--- config.mk ---
export PLATFORM = sky130hd
export DESIGN_NAME = decode_stage
export DESIGN_NICKNAME = d
export VERILOG_FILES = /design/src/rtl/pearl_pkg.sv /design/src/rtl/decode_comb.sv /design/src/rtl/decode_stage.sv
export SDC_FILE = /design/constraint.sdc
export NUM_CORES = 1
export LEC_CHECK = 0
export BUFFER_PORTS_ARGS = -buffer_cell sky130_fd_sc_hd__buf_2
export CAP_MARGIN = 20
export CORE_MARGIN = 1
export CORE_UTILIZATION = 29
export CTS_CLUSTER_DIAMETER = 40
export DETAILED_ROUTE_END_ITERATION = 6
export GPL_TIMING_DRIVEN = 0
export PLACE_DENSITY_LB_ADDON = 0.12
export SYNTH_ARGS = -nofsm -noshare
export SYNTH_HDL_FRONTEND = slang
export SYNTH_HIERARCHICAL = 1
export SYNTH_SLANG_ARGS = --single-unit
--- constraint.sdc ---
create_clock -name clk_i -period 2.1 [get_ports clk_i]
set_input_delay 0.105 -clock clk_i [delete_from_list [all_inputs] [get_ports clk_i]]
set_output_delay 0.105 -clock clk_i [all_outputs]
set_load 0.005 [all_outputs]
--- src/rtl/pearl_pkg.sv ---
// Shared types for the RV32I decode stage: ALU control encoding, opcodes,
// operand selects and the decoded payload word carried through the pipeline register.
package pearl_pkg;

    localparam int unsigned IMM_W = 32;

    typedef enum logic [2:0] {
        ALU_ADD  = 3'd0,
        ALU_SLL  = 3'd1,
        ALU_SLT  = 3'd2,
        ALU_SLTU = 3'd3,
        ALU_XOR  = 3'd4,
        ALU_SR   = 3'd5,
        ALU_OR   = 3'd6,
        ALU_AND  = 3'd7
    } alu_op_e;

    typedef enum logic [6:0] {
        OPC_LOAD   = 7'b0000011,
        OPC_OP_IMM = 7'b0010011,
        OPC_AUIPC  = 7'b0010111,
        OPC_STORE  = 7'b0100011,
        OPC_OP     = 7'b0110011,
        OPC_LUI    = 7'b0110111,
        OPC_BRANCH = 7'b1100011,
        OPC_JALR   = 7'b1100111,
        OPC_JAL    = 7'b1101111
    } opcode_e;

    typedef enum logic [1:0] {
        OP1_RS1  = 2'd0,
        OP1_PC   = 2'd1,
        OP1_ZERO = 2'd2
    } op1_sel_e;

    typedef enum logic {
        OP2_RS2 = 1'b0,
        OP2_IMM = 1'b1
    } op2_sel_e;

    typedef struct packed {
        alu_op_e          alu_op;
        logic             sbtr;
        logic             shdir;
        op1_sel_e         op1_sel;
        op2_sel_e         op2_sel;
        logic [IMM_W-1:0] imm;
        logic [4:0]       rs1;
        logic [4:0]       rs2;
        logic [4:0]       rd;
        logic             reg_we;
        logic             mem_re;
        logic             mem_we;
        logic [2:0]       mem_size;
        logic             branch;
        logic             jump;
        logic             br_neg;
        logic             illegal;
    } decoded_t;

endpackage

--- src/rtl/decode_comb.sv ---
// Pure combinational RV32I decoder: raw instruction to decoded_t payload.
// Illegal encodings produce an all-zero word with only the illegal flag set.
module decode_comb
    import pearl_pkg::*;
(
    input  logic [31:0] instr_i,
    output decoded_t    dec_o
);

    logic [2:0]       f3_s;
    logic [6:0]       f7_s;
    logic [4:0]       rd_s;
    logic [4:0]       rs1_s;
    logic [4:0]       rs2_s;
    logic [IMM_W-1:0] imm_i_s;
    logic [IMM_W-1:0] imm_s_s;
    logic [IMM_W-1:0] imm_b_s;
    logic [IMM_W-1:0] imm_u_s;
    logic [IMM_W-1:0] imm_j_s;
    decoded_t         raw_s;
    logic             bad_s;

    assign f3_s    = instr_i[14:12];
    assign f7_s    = instr_i[31:25];
    assign rd_s    = instr_i[11:7];
    assign rs1_s   = instr_i[19:15];
    assign rs2_s   = instr_i[24:20];
    assign imm_i_s = {{20{instr_i[31]}}, instr_i[31:20]};
    assign imm_s_s = {{20{instr_i[31]}}, instr_i[31:25], instr_i[11:7]};
    assign imm_b_s = {{19{instr_i[31]}}, instr_i[31], instr_i[7], instr_i[30:25], instr_i[11:8], 1'b0};
    assign imm_u_s = {instr_i[31:12], 12'h000};
    assign imm_j_s = {{11{instr_i[31]}}, instr_i[31], instr_i[19:12], instr_i[20], instr_i[30:21], 1'b0};

    // Per-opcode field decode and legality check
    always_comb begin
        raw_s = '0;
        bad_s = 1'b0;
        case (instr_i[6:0])
            OPC_OP: begin
                raw_s.alu_op = alu_op_e'(f3_s);
                raw_s.sbtr   = instr_i[30] & (f3_s == 3'd0);
                raw_s.shdir  = instr_i[30] & (f3_s == 3'd5);
                raw_s.rs1    = rs1_s;
                raw_s.rs2    = rs2_s;
                raw_s.rd     = rd_s;
                raw_s.reg_we = 1'b1;
                if (f7_s == 7'h00) begin
                    bad_s = 1'b0;
                end else if (f7_s == 7'h20) begin
                    bad_s = !((f3_s == 3'd0) || (f3_s == 3'd5));
                end else begin
                    bad_s = 1'b1;
                end
            end
            OPC_OP_IMM: begin
                raw_s.alu_op  = alu_op_e'(f3_s);
                raw_s.shdir   = instr_i[30] & (f3_s == 3'd5);
                raw_s.op2_sel = OP2_IMM;
                raw_s.imm     = imm_i_s;
                raw_s.rs1     = rs1_s;
                raw_s.rd      = rd_s;
                raw_s.reg_we  = 1'b1;
                if (f3_s == 3'd1) begin
                    bad_s = (f7_s != 7'h00);
                end else if (f3_s == 3'd5) begin
                    bad_s = !((f7_s == 7'h00) || (f7_s == 7'h20));
                end else begin
                    bad_s = 1'b0;
                end
            end
            OPC_LUI, OPC_AUIPC: begin
                raw_s.op1_sel = (instr_i[5] == 1'b1) ? OP1_ZERO : OP1_PC;
                raw_s.op2_sel = OP2_IMM;
                raw_s.imm     = imm_u_s;
                raw_s.rd      = rd_s;
                raw_s.reg_we  = 1'b1;
            end
            OPC_LOAD: begin
                raw_s.op2_sel  = OP2_IMM;
                raw_s.imm      = imm_i_s;
                raw_s.rs1      = rs1_s;
                raw_s.rd       = rd_s;
                raw_s.reg_we   = 1'b1;
                raw_s.mem_re   = 1'b1;
                raw_s.mem_size = f3_s;
            end
            OPC_STORE: begin
                raw_s.op2_sel  = OP2_IMM;
                raw_s.imm      = imm_s_s;
                raw_s.rs1      = rs1_s;
                raw_s.rs2      = rs2_s;
                raw_s.mem_we   = 1'b1;
                raw_s.mem_size = f3_s;
            end
            OPC_BRANCH: begin
                raw_s.imm    = imm_b_s;
                raw_s.rs1    = rs1_s;
                raw_s.rs2    = rs2_s;
                raw_s.branch = 1'b1;
                raw_s.br_neg = f3_s[0];
                case (f3_s[2:1])
                    2'b00:   raw_s.alu_op = ALU_XOR;
                    2'b10:   raw_s.alu_op = ALU_SLT;
                    2'b11:   raw_s.alu_op = ALU_SLTU;
                    default: bad_s        = 1'b1;
                endcase
            end
            OPC_JAL: begin
                raw_s.op1_sel = OP1_PC;
                raw_s.op2_sel = OP2_IMM;
                raw_s.imm     = imm_j_s;
                raw_s.rd      = rd_s;
                raw_s.reg_we  = 1'b1;
                raw_s.jump    = 1'b1;
            end
            OPC_JALR: begin
                raw_s.op2_sel = OP2_IMM;
                raw_s.imm     = imm_i_s;
                raw_s.rs1     = rs1_s;
                raw_s.rd      = rd_s;
                raw_s.reg_we  = 1'b1;
                raw_s.jump    = 1'b1;
                bad_s         = (f3_s != 3'd0);
            end
            default: bad_s = 1'b1;
        endcase
    end

    // Squash illegal words and suppress writeback to x0
    always_comb begin
        dec_o = raw_s;
        if (bad_s) begin
            dec_o         = '0;
            dec_o.illegal = 1'b1;
        end else if (raw_s.rd == 5'd0) begin
            dec_o.reg_we = 1'b0;
        end else begin
            dec_o.reg_we = raw_s.reg_we;
        end
    end

endmodule

--- src/rtl/decode_stage.sv ---
// Registered RV32I decode stage: decode_comb feeding one pipeline register
// with valid/ready handshake and a flush that kills held and incoming words.
module decode_stage
    import pearl_pkg::*;
#(
    parameter int unsigned     XLEN     = 32,
    parameter logic [XLEN-1:0] RESET_PC = {XLEN{1'b0}}
) (
    input  logic            clk_i,
    input  logic            rst_ni,
    input  logic            in_valid_i,
    output logic            in_ready_o,
    input  logic [31:0]     instr_i,
    input  logic [XLEN-1:0] pc_i,
    input  logic            flush_i,
    output logic            out_valid_o,
    input  logic            out_ready_i,
    output logic [XLEN-1:0] pc_o,
    output logic [2:0]      alu_op_o,
    output logic            sbtr_o,
    output logic            shdir_o,
    output logic [1:0]      op1_sel_o,
    output logic            op2_sel_o,
    output logic [XLEN-1:0] imm_o,
    output logic [4:0]      rs1_o,
    output logic [4:0]      rs2_o,
    output logic [4:0]      rd_o,
    output logic            reg_we_o,
    output logic            mem_re_o,
    output logic            mem_we_o,
    output logic [2:0]      mem_size_o,
    output logic            branch_o,
    output logic            jump_o,
    output logic            br_neg_o,
    output logic            illegal_o
);

    decoded_t        dec_s;
    decoded_t        dec_r;
    logic            out_valid_r;
    logic [XLEN-1:0] pc_r;
    logic            accept_s;

    decode_comb u_decode_comb (
        .instr_i (instr_i),
        .dec_o   (dec_s)
    );

    assign in_ready_o = !out_valid_r | out_ready_i;
    assign accept_s   = in_valid_i & in_ready_o & !flush_i;

    // Output valid: flush wins, then accept, then drain on ready
    always_ff @(posedge clk_i or negedge rst_ni) begin
        if (!rst_ni) begin
            out_valid_r <= 1'b0;
        end else if (flush_i) begin
            out_valid_r <= 1'b0;
        end else if (accept_s) begin
            out_valid_r <= 1'b1;
        end else if (out_ready_i) begin
            out_valid_r <= 1'b0;
        end else begin
            out_valid_r <= out_valid_r;
        end
    end

    // Payload loads only on an accepted transfer, otherwise holds bit-stable
    always_ff @(posedge clk_i or negedge rst_ni) begin
        if (!rst_ni) begin
            dec_r <= '0;
            pc_r  <= RESET_PC;
        end else if (accept_s) begin
            dec_r <= dec_s;
            pc_r  <= pc_i;
        end else begin
            dec_r <= dec_r;
            pc_r  <= pc_r;
        end
    end

    assign out_valid_o = out_valid_r;
    assign pc_o        = pc_r;
    assign alu_op_o    = dec_r.alu_op;
    assign sbtr_o      = dec_r.sbtr;
    assign shdir_o     = dec_r.shdir;
    assign op1_sel_o   = dec_r.op1_sel;
    assign op2_sel_o   = dec_r.op2_sel;
    assign imm_o       = dec_r.imm;
    assign rs1_o       = dec_r.rs1;
    assign rs2_o       = dec_r.rs2;
    assign rd_o        = dec_r.rd;
    assign reg_we_o    = dec_r.reg_we;
    assign mem_re_o    = dec_r.mem_re;
    assign mem_we_o    = dec_r.mem_we;
    assign mem_size_o  = dec_r.mem_size;
    assign branch_o    = dec_r.branch;
    assign jump_o      = dec_r.jump;
    assign br_neg_o    = dec_r.br_neg;
    assign illegal_o   = dec_r.illegal;

endmodule
* Word-level counts from Yosys, hierarchy flattened
Cells that the tools add are included.
** Word-level totals
- Bits in registers :: 98
- Word-level logic and storage cells :: 92
- Input bits :: 69
** Cells by class
- Equal/unequal tests :: 14
- Bitwise logic cells :: 5
- Multiplexer cells :: 30
- Reduce and logical (&&, ||, !) cells :: 24
** Operators by type and width (count)
- $pmux 32 s5 :: 1
- $mux 55 :: 1
- $eq 7x6->1 const B :: 4
- $eq 7x7->1 const B :: 3
- $mux 1 :: 18
- $eq 7x5->1 const B :: 2
- $reduce_or 7->1 :: 2
- $mux 5 :: 2
- $mux 9 :: 1
- $pmux 3 s3 :: 1
- $reduce_or 3->1 :: 3
- $reduce_or 2->1 :: 4
- $eq 7x2->1 const B :: 1
- $logic_not 7->1 :: 1
- $reduce_bool 7->1 :: 1
- $mux 6 :: 1
- $pmux 3 s2 :: 1
- $reduce_bool 3->1 :: 2
- $reduce_or 6->1 :: 1
- $logic_not 5->1 :: 1
- $pmux 1 s5 :: 1
- $reduce_or 5->1 :: 1
- $and 1x1->1 :: 4
- $eq 2x2->1 const B :: 2
- other kinds (10) :: 14

* Depth between registers and ports, before layout
Gate-level depths: netlist of the first run.
- Word-level depth :: 7
- Mapped depth :: 9
- Depth with buffers taken out :: 6

* By module
The synthesis of the first run kept the hierarchy.
** Modules (own cells, without submodules)
- decode_stage :: cells an instance 210, area each 3654.8 µm², seq. area each 2452.4 µm², times used 1
- decode_comb :: cells an instance 190, area each 1051.0 µm², seq. area each 0.0 µm², times used 1

* Least setup slack after synthesis of the first run
Ideal clock, no wire load.
- Path type :: input to register
- Start point :: input instr_i[27]
- End point :: register dec_r (netlist bit illegal_o)
- Cell stages on the path :: 8
- Path buffers :: 2
- Path slack :: 22 ps
- Arrival time :: 1953 ps
- Cell sequence :: or4_4 a2111o_1 a21oi_2 and2b_1 buf_4 nand3_1 buf_4 mux2_2
** RTL lines
- start: declaration :: line decode_stage.sv:13 : input logic [31:0] instr_i,
- end signal: assignment :: line decode_stage.sv:73 : dec_r <= dec_s;
- end signal: assignment :: line decode_stage.sv:76 : dec_r <= dec_r;
- end: declaration :: line decode_stage.sv:39 : decoded_t dec_r;

==> results of run 1 <==
cells in the mapped netlist, types with 2 or more instances:
cell type / n / area, µm²
nand3_1: 6 / 30.0
nand2_1: 32 / 120
o21a_1: 2 / 15.0
nor2_1: 20 / 75.1
o31ai_1: 2 / 15.0
buf_4: 3 / 22.5
dfrtp_1: 98 / 2450
nand2b_1: 3 / 18.8
mux2_2: 67 / 754
o21ai_0: 8 / 40.0
and3_1: 14 / 87.6
buf_6: 4 / 45.0
nand3b_1: 2 / 15.0
clkbuf_1: 9 / 33.8
inv_1: 3 / 11.3
nor2b_1: 4 / 25.0
and2_1: 11 / 68.8
nor4_1: 3 / 18.8
a32oi_1: 2 / 17.5
buf_2: 10 / 50.1
mux2_1: 30 / 338
a21oi_1: 27 / 135
nor3_1: 13 / 65.1
a22oi_1: 4 / 30.0
worst max-delay path: cells and delay by family:
kind,cells,cell delay (ps)
mux,1,250
simple gates,3,870
buf+inv,3,450
compound gates,2,540
path summary, 6_finish.rpt:
| check | slack (ps) | endpoint | startpoint |
|---|---|---|---|
| max | 120 | illegal_o | instr_i[27] |
| min | 120 | rs1_o[2] | instr_i[17] |
| max reg2reg | 290 | imm_o[6] | out_valid_o |
| min reg2reg | 480 | imm_o[3] | imm_o[3] |
| max in group asynchronous | 1010 | alu_op_o[0] | rst_ni |
| min in group asynchronous | 390 | rs1_o[2] | rst_ni |
final cells by class:
cell class / count / share of cell area [%]
sequential: 98 / 37.9
multi-input combinational: 271 / 32.2
timing repair buffer: 201 / 18.6
tap: 216 / 4.18
clock buffer: 9 / 3.48
buffer: 28 / 2.69
clock inverter: 7 / 0.832
inverter: 3 / 0.174
kinds of logic after synthesis:
logic type                count (synthesis)
AOI/OAI and AO/OA                        52
xor gates and xnor gates                  1
buffers and inverters                    31
DFF                                      98
muxes                                    97
and+or+nand+nor                         121
power by group through the flow:
stage	clock network [mW]	registers [mW]	logic (mW)
final	1.56	2.07	0.637
after global routing	1.70	2.09	0.704
after detailed placement	0	2.11	0.596
after CTS	1.63	2.08	0.646
after global placement	0	2.10	0.581
after floorplan	0	2.12	0.266
per-stage QoR:
stage          power, mW  instance area (µm²)  setup TNS (ps)  utilization (%)
2_1_floorplan       2.39                 4710               0                -
3_3_place_gp        2.69                 5800          -26830             36.5
3_5_place_dp        2.70                 5820          -10240             36.6
4_1_cts             4.35                 6450               0             40.6
5_1_grt             4.49                 6470               0             40.7
6_report            4.27                 6470               0             40.7
what timing repair did:
item,4_1_cts,5_1_grt
setup endpoints to repair,1,19
hold buffers,35,0
hold endpoints to repair,91,0
pin swaps,1,2
buffers inserted,0,1
gates resized for setup,3,1
metal layers:
metal  part of all wire (%)  routed length, µm  up-vias  track usage (%)
met3                    7.3                989       15             5.41
li1                       -                  -     1853                -
met1                     43               5840     1881             21.0
met4                    1.6                223        0             5.54
met2                     48               6460      137             27.0
met5                      0                  0        -                0
sequential cells by signal, summed over array words and instances, names as in the netlist:
name         flops
imm_o           32
mem_re_o         1
reg_we_o         1
br_neg_o         1
illegal_o        1
mem_we_o         1
mem_size_o       3
op2_sel_o        1
op1_sel_o        2
rs2_o            5
rd_o             5
pc_o            32
out_valid_o      1
shdir_o          1
alu_op_o         3
rs1_o            5
jump_o           1
branch_o         1
sbtr_o           1
==> impl_metrics.yaml, run 1 <==
status:
  status: "finished clean"
global_route:
  grt_pass1_wl_um: 20800
  grt_max_degree: 60
  antenna_found_initial: 0
  grt_overflow: 0
  grt_use_total_pct: 16.7
  grt_pass1_vias: 3894
cells_and_area:
  drive_above_1_share_pct: 44.6
  final_common_cell: "buf_2"
  diodes: 0
  fillers: 1641
  syn_to_final_growth_pct: 37.5
  seqCellArea_um2: 2450
  layout.nets: 681
  layout_common_cells: "buf_2, dfrtp_1, mux2_2"
  instances_no_fill: 833
  multi_input_area_um2: 2080
worst_hold_path:
  hold_depth: 3
  hold_class: "input pin to register"
pwr:
  p_sw_mw: 1.11
  power.internal_mw: 3.17
  p_sw_share_pct: 25.9
  clkPwrFrac_pct: 36.5
  p_seq_share_pct: 48.6
  leakagePower_nw: 3.25
  comb_power_share_pct: 14.9
  peakVddDrop_uv: 369
  power.density_nw_per_um2: 660
floorplanning:
  start_util_pct: 29.6
  rows: 46
  pin_count: 168
  fp.coreArea_um2: 15900
  dieArea_um2: 16700
  die_h_um: 129
  die_x_um: 129
synth:
  synth-xor-area-share_pct: 0.186
  synth_fp_nets: 469
  ys_ff_latch: 98
  syn_inst: 400
  synth_edf_count: 0
  synth-adder-area-share_pct: 0
  ys.warnings.count: 6
  synth-compound-area-share_pct: 6.73
  netlist_area_um2: 4710
  ys_seq_area_share_pct: 52.1
  synthSimpleGateAreaFrac_pct: 13.9
  async_reset_ff_share_pct: 100
  ys_types: 47
  synth_top_family_by_area: "multiplexers"
  syn_avg_cell_area_um2: 11.8
  synth.area.mux_share_pct: 23.2
  synth_ff_type: "dfrtp_1"
sta:
  setup_violations: 0
  clock.fmax_mhz: 504
  rsz0062_at_grt: "false"
  fin_ws_ps: 116
  period_minus_slack_ps: 1980
  finalClockSkew_ps: 5.96
  finalMaxSlewViolations: 0
  finalHoldViolations: 0
  whs_ps: 116
  slew_headroom_pct: 44.0
  min_period_over_period_pct: 94.5
  worst_pin_slew_ps: 839
clock_tree:
  cts.sinks: 98
  cts_root_buf: "clkbuf_16"
  cts_buffer_depth: 2
  htreeDepth: 3
  cts_made_buffers: 9
  cts_tree: "done"
  clk_pin_slew_ps: 70
  insertion_delay_ps: 350
drt:
  viasPerCell: 4.67
  drc_errors: 0
  ant_nets: 0
  drt_iter0_drc: 85
  post_drt_wl_per_cell_um: 16.2
  drt_pass1_iterations: 4
  vias: 3886
  drt_wl_total_um: 13500
critical_path:
  cpMaxStageDelayCell: "or4_4"
  cp.required_ps: 2330
  critPathKind: "input pin to register"
  reg2reg_depth: 5
  cp.arrival_ps: 2220
  path_cells: "buf_2 > or4_4 > a2111o_1 > a21oi_2 > and2b_2 > buf_6 > nand3_1 > buf_4 > mux2_2"
  critPathMaxFanout: 10
  cpPeakStageDelay_ps: 540
  startpoint_type: "input pin"
  critPathCaptureType: "register"
placement:
  dp_hpwl_um: 10000
  dp_slack_ps: -376
  portBuffers: 164
  gp_congestion: 0.786
  dpl.cell_count: 781
job:
  maxCapViolCount: 0
Power figures use the tool's default switching activity.
==> inputs of run 2 (changes only) <==
--- a/config.mk
+++ b/config.mk
@@ -8,7 +8,7 @@
 export BUFFER_PORTS_ARGS = -buffer_cell sky130_fd_sc_hd__buf_2
 export CAP_MARGIN = 20
 export CORE_MARGIN = 1
-export CORE_UTILIZATION = 29
+export CORE_UTILIZATION = 50
 export CTS_CLUSTER_DIAMETER = 40
 export DETAILED_ROUTE_END_ITERATION = 6
 export GPL_TIMING_DRIVEN = 0
==> run 2 against run 1 <==
  * Total power fell by 6.3%
  * Sequential power about the same
  * Clock power fell by 17%
  * Combinational power about the same
  * Count of clock-buffer cells in the layout grew 4
  * Die area decreased by 41%
  * Critical path depth stayed put
==> impl_metrics.yaml, run 2 (same netlist as run 1, synthesis figures left out) <==
status:
  status: "finished clean"
critical_path:
  rrSetupSlack_ps: 280
  critPathCaptureType: "register"
  critPathMaxFanout: 10
  cp.required_ps: 2340
  startpoint_type: "input pin"
  critPathKind: "input pin to register"
  cp.arrival_ps: 2340
drt:
  viasPerCell: 5.39
  drt_pass1_iterations: 5
  drt_iter0_drc: 190
  wl_met1_um: 5070
  ant_nets: 0
  vias: 3918
  route.met3.wl_um: 799
  drt_wl_total_um: 12100
  post_drt_wl_per_cell_um: 16.6
  highest_layer: "met4"
  dr_wl_met2_um: 6100
  drc_errors: 0
cells_and_area:
  seqCellArea_um2: 2450
  multi_input_area_um2: 2070
  layout_common_cells: "buf_2, dfrtp_1, mux2_2"
  fillers: 733
  syn_to_final_growth_pct: 33.1
  final_common_cell: "buf_2"
  layout.nets: 680
  drive_above_1_share_pct: 44.2
  diodes: 0
clock_tree:
  cts_tree: "done"
  insertion_delay_ps: 360
  cts_buffer_depth: 2
  htreeDepth: 3
  clk_pin_slew_ps: 100
  cts_made_buffers: 9
  cts_root_buf: "clkbuf_8"
  cts.sinks: 98
floorplanning:
  start_util_pct: 51.2
  rows: 35
  die_h_um: 99.0
  die_x_um: 99.0
  dieArea_um2: 9800
  pin_count: 168
  fp.coreArea_um2: 9200
sta:
  finalHoldViolations: 0
  slew_headroom_pct: 52.0
  finalClockSkew_ps: 13.7
  setup_violations: 0
  min_period_over_period_pct: 100
  fin_ws_ps: 0.608
  rsz0062_at_grt: "true"
  worst_pin_slew_ps: 710
  finalMaxSlewViolations: 0
  whs_ps: 106
  period_minus_slack_ps: 2100
  clock.fmax_mhz: 476
global_route:
  antenna_found_initial: 0
  grt_use_total_pct: 25.4
  grt_pass1_wl_um: 19200
  grt_max_degree: 56
  grt_overflow: 0
  grt_pass1_vias: 3835
pwr:
  peakVddDrop_uv: 471
  power.density_nw_per_um2: 639
  leakagePower_nw: 3.22
placement:
  dp_slack_ps: -380
  gp_congestion: 0.857
  portBuffers: 164
  dp_hpwl_um: 8650
worst_hold_path:
  hold_class: "input pin to register"
job:
  maxCapViolCount: 0
==> run 2: cell types whose count changed in the layout (fill, tap and decap cells not counted), sizes merged <==
cell | previous run | this run
bufinv | 0 | 1
buf | 185 | 184
clkbuf | 18 | 22
clkinv | 3 | 1
clkinvlp | 2 | 1
inv | 5 | 3
==> run 2: what timing repair did <==
action,in CTS,in global routing
buffers inserted,0,0
hold buffers,35,0
setup endpoints to repair,0,10
gates resized for setup,0,2
hold endpoints to repair,76,0
==> run 2: layer usage <==
metal  global-route usage, %  vias up
met1                    32.4     1916
li1                        -     1846
met2                    44.5      146
met4                    6.31        0
met3                    5.11       10
met5                       0        -
==> run 2: layout make-up <==
class | count | share of cell area (%)
Clock buffer | 13 | 2.70
Timing Repair Buffer | 200 | 19.2
Inverter | 3 | 0.180
Tap cell | 111 | 2.22
Sequential cell | 98 | 39.2
Buffer | 28 | 2.72
Clock inverter | 3 | 0.739
Multi-Input combinational cell | 271 | 33.1
==> run 2: through the flow <==
| stage | TNS [ps] | utilization (%) | cell area [µm²] | total power [mW] | cells |
|---|---|---|---|---|---|
| final | 0 | 68.1 | 6260 | 4.01 | 727 |
| after global routing | -54.1 | 68.1 | 6260 | 4.19 | 727 |
| after detailed placement | -10490 | 61.9 | 5700 | 2.69 | 676 |
| after floorplan | 0 | - | 4710 | 2.39 | 400 |
| after global placement | -11430 | 61.6 | 5670 | 2.67 | 675 |
| after CTS | 0 | 68.1 | 6260 | 4.03 | 727 |
==> run 2: report_power, final <==
group / switching [mW] / internal [mW] / total [mW]
clock network: 0.642 / 0.652 / 1.29
logic: 0.296 / 0.341 / 0.637
registers: 0.0615 / 2.01 / 2.07
==> run 2: worst max-delay path: stages <==
cell	delay, ps
buf_2	110
or4_4	530
a2111o_1	440
a21oi_2	220
and2b_2	220
buf_4	180
nand3_1	110
buf_4	170
mux2_2	250
==> run 2: worst paths after layout <==
| path | startpoint | endpoint | cells after the start |
|---|---|---|---|
| min in group asynchronous | rst_ni | imm_o[22] | 2 |
| min reg2reg | imm_o[4] | imm_o[4] | 1 |
| max reg2reg | out_valid_o | rs1_o[3] | 5 |
| max in group asynchronous | rst_ni | alu_op_o[2] | 3 |
| min | instr_i[16] | rs1_o[1] | 3 |
| max | instr_i[27] | illegal_o | 9 |
==> inputs of run 3 (changes only) <==
--- a/config.mk
+++ b/config.mk
@@ -8,12 +8,11 @@
 export BUFFER_PORTS_ARGS = -buffer_cell sky130_fd_sc_hd__buf_2
 export CAP_MARGIN = 20
 export CORE_MARGIN = 1
-export CORE_UTILIZATION = 50
+export CORE_UTILIZATION = 49
 export CTS_CLUSTER_DIAMETER = 40
 export DETAILED_ROUTE_END_ITERATION = 6
 export GPL_TIMING_DRIVEN = 0
 export PLACE_DENSITY_LB_ADDON = 0.12
 export SYNTH_ARGS = -nofsm -noshare
 export SYNTH_HDL_FRONTEND = slang
-export SYNTH_HIERARCHICAL = 1
 export SYNTH_SLANG_ARGS = --single-unit
==> run 3 against run 2 <==
  * Cell count increased by 7.3%
  * Total power is 3.4% lower
  * Die area decreased by 7.0%
  * Critical endpoint is now alu_op_o[2]
  * Non-clock buffer count up 12
  * Critical path type is now register to register
  * Synthesized area decreased by 9.0%
==> impl_metrics.yaml, run 3 <==
sta:
  min_period_over_period_pct: 96.9
  fin_ws_ps: 65.2
  period_minus_slack_ps: 2030
  finalClockSkew_ps: 8.99
  slew_headroom_pct: 55.3
  clock.fmax_mhz: 491
  worst_pin_slew_ps: 668
  setup_violations: 0
  finalHoldViolations: 0
  finalMaxSlewViolations: 0
  rsz0062_at_grt: "true"
drt:
  drt_pass1_iterations: 5
  vias: 4274
  highest_layer: "met4"
  drt_iter0_drc: 215
  drc_errors: 0
  post_drt_wl_per_cell_um: 17.2
  viasPerCell: 5.48
  ant_nets: 0
  dr_wl_met2_um: 6400
  route.met3.wl_um: 968
  wl_met1_um: 5710
  drt_wl_total_um: 13400
clock_tree:
  cts_buffer_depth: 2
  htreeDepth: 3
  insertion_delay_ps: 360
  cts_made_buffers: 9
  clk_pin_slew_ps: 100
  cts_tree: "done"
  cts.sinks: 98
  cts_root_buf: "clkbuf_8"
pwr:
  finalPower_mw: 3.87
  peakVddDrop_uv: 365
  leakagePower_nw: 3.09
  power.density_nw_per_um2: 651
critical_path:
  reg2reg_to: "alu_op_o[2]"
  cp.arrival_ps: 2310
  cpMaxStageDelayCell: "or4_4"
  cp.required_ps: 2380
  critPathCaptureType: "register"
  rrSetupSlack_ps: 70
  critPathKind: "register to register"
  regToRegStartpoint: "out_valid_o"
  reg2reg_depth: 7
  path_cells: "nor2b_1 > inv_1 > nand3b_4 > or4_4 > nand3b_1 > buf_2 > o31ai_1"
  startpoint_type: "register"
  cpPeakStageDelay_ps: 510
  critPathMaxFanout: 10
synth:
  yosys-top-cells-area: "dfrtp_1, nand2_1, o21ai_0, a32o_1, a21oi_1"
  synth.most_common_cell: "nand2_1"
  syn_avg_cell_area_um2: 9.56
  ys_ff_latch: 98
  syn_inst: 448
  ys_seq_area_share_pct: 57.3
  netlist_area_um2: 4280
  synth_edf_count: 0
  ys_types: 43
  yosysTopAreaCellShare_pct: 57.3
  ys.warnings.count: 0
  async_reset_ff_share_pct: 100
  synth_top_area_cell: "dfrtp_1"
  synth_fp_nets: 517
  synth_ff_type: "dfrtp_1"
  synthTopCellsByCount: "nand2_1, dfrtp_1, o21ai_0"
global_route:
  antenna_found_initial: 0
  grt_use_total_pct: 29.8
  grt_max_degree: 54
  grt_pass1_wl_um: 20400
  grt_pass1_vias: 4107
  grt_overflow: 0
floorplanning:
  rows: 33
  die_h_um: 95.5
  dieArea_um2: 9120
  pin_count: 168
  die_x_um: 95.5
  start_util_pct: 51.3
  fp.coreArea_um2: 8340
cells_and_area:
  drive_above_1_share_pct: 30.8
  final_common_cell: "buf_2"
  stdcell_area_um2: 5950
  layout_common_cells: "buf_2, nand2_1, dfrtp_1"
  layout.nets: 739
  syn_to_final_growth_pct: 38.9
  final_core_util_pct: 71.3
  diodes: 0
placement:
  gp_congestion: 0.887
  dp_hpwl_um: 9240
  portBuffers: 165
  dpl_cell_area_um2: 5270
  dp_slack_ps: -169
worst_hold_path:
  hold_depth: 2
  hold_class: "input pin to register"
  worstHoldStart: "instr_i[25]"
  min_to: "imm_o[5]"
job:
  maxCapViolCount: 0
status:
  status: "finished clean"
run 3: cell families (layout without fill, tap and decap cells):
kind of cell	count (synthesis)	after routing	share of synthesized area (%)
flops	98	98	57.3
xor+xnor	1	1	0.205
compound gates	111	111	17.9
simple gates	206	206	21.1
buf+inv	32	259	3.48
run 3: how the worst max path moves through the flow:
stage	from	endpoint	slack [ps]	cells past startpoint
after floorplan	out_valid_o	op2_sel_o	80	8
after global placement	out_valid_o	br_neg_o	-140	7
after detailed placement	out_valid_o	imm_o[30]	-170	7
after CTS	out_valid_o	rs2_o[4]	50	8
after global routing	out_valid_o	alu_op_o[2]	-60	7
final	out_valid_o	alu_op_o[2]	70	7
run 3: area by class of cell:
| type | count | area [µm²] |
|---|---|---|
| Multi-Input combinational cell | 318 | 1690 |
| Sequential cell | 98 | 2450 |
| Tap cell | 105 | 131 |
| Fill cell | 674 | 2390 |
| Clock buffer | 10 | 128 |
| Inverter | 3 | 11.3 |
| Clock inverter | 6 | 71.3 |
| Timing Repair Buffer | 211 | 1310 |
| Buffer | 29 | 146 |
run 3: per-layer routing:
layer  GRT usage (%)  vias up
met5               0        -
met4            11.7        0
met3            5.74       28
met2            47.6      190
met1            40.1     2060
li1                -     1996
run 3: power by group:
part	switching (mW)	total, mW	internal, mW
clock network	0.695	1.26	0.567
logic	0.321	0.574	0.253
registers	0.0512	2.03	1.98
run 3: metrics by stage:
step           hold slack [ps]  TNS, ps  instances
3_5_place_dp               153    -3390        719
2_1_floorplan             -191        0        448
4_1_cts                   10.6        0        778
6_report                  20.1        0        780
5_1_grt                   23.0     -113        780
3_3_place_gp               280    -4340        718
run 3: worst max-delay path, delay by kind of cell, from the launching register on:
family / cells / cell delay (ps)
compound gates: 1 / 240
buf+inv: 2 / 330
flops: 1 / 390
simple gates: 4 / 980
run 3: what timing repair did:
item | CTS | global route
setup buffers | 3 | 1
hold buffers | 40 | 0
pin swaps | 2 | 0
gates cloned | 0 | 1
gates resized for setup | 3 | 12
hold endpoints to repair | 83 | 0
endpoints found under the setup margin | 53 | 64
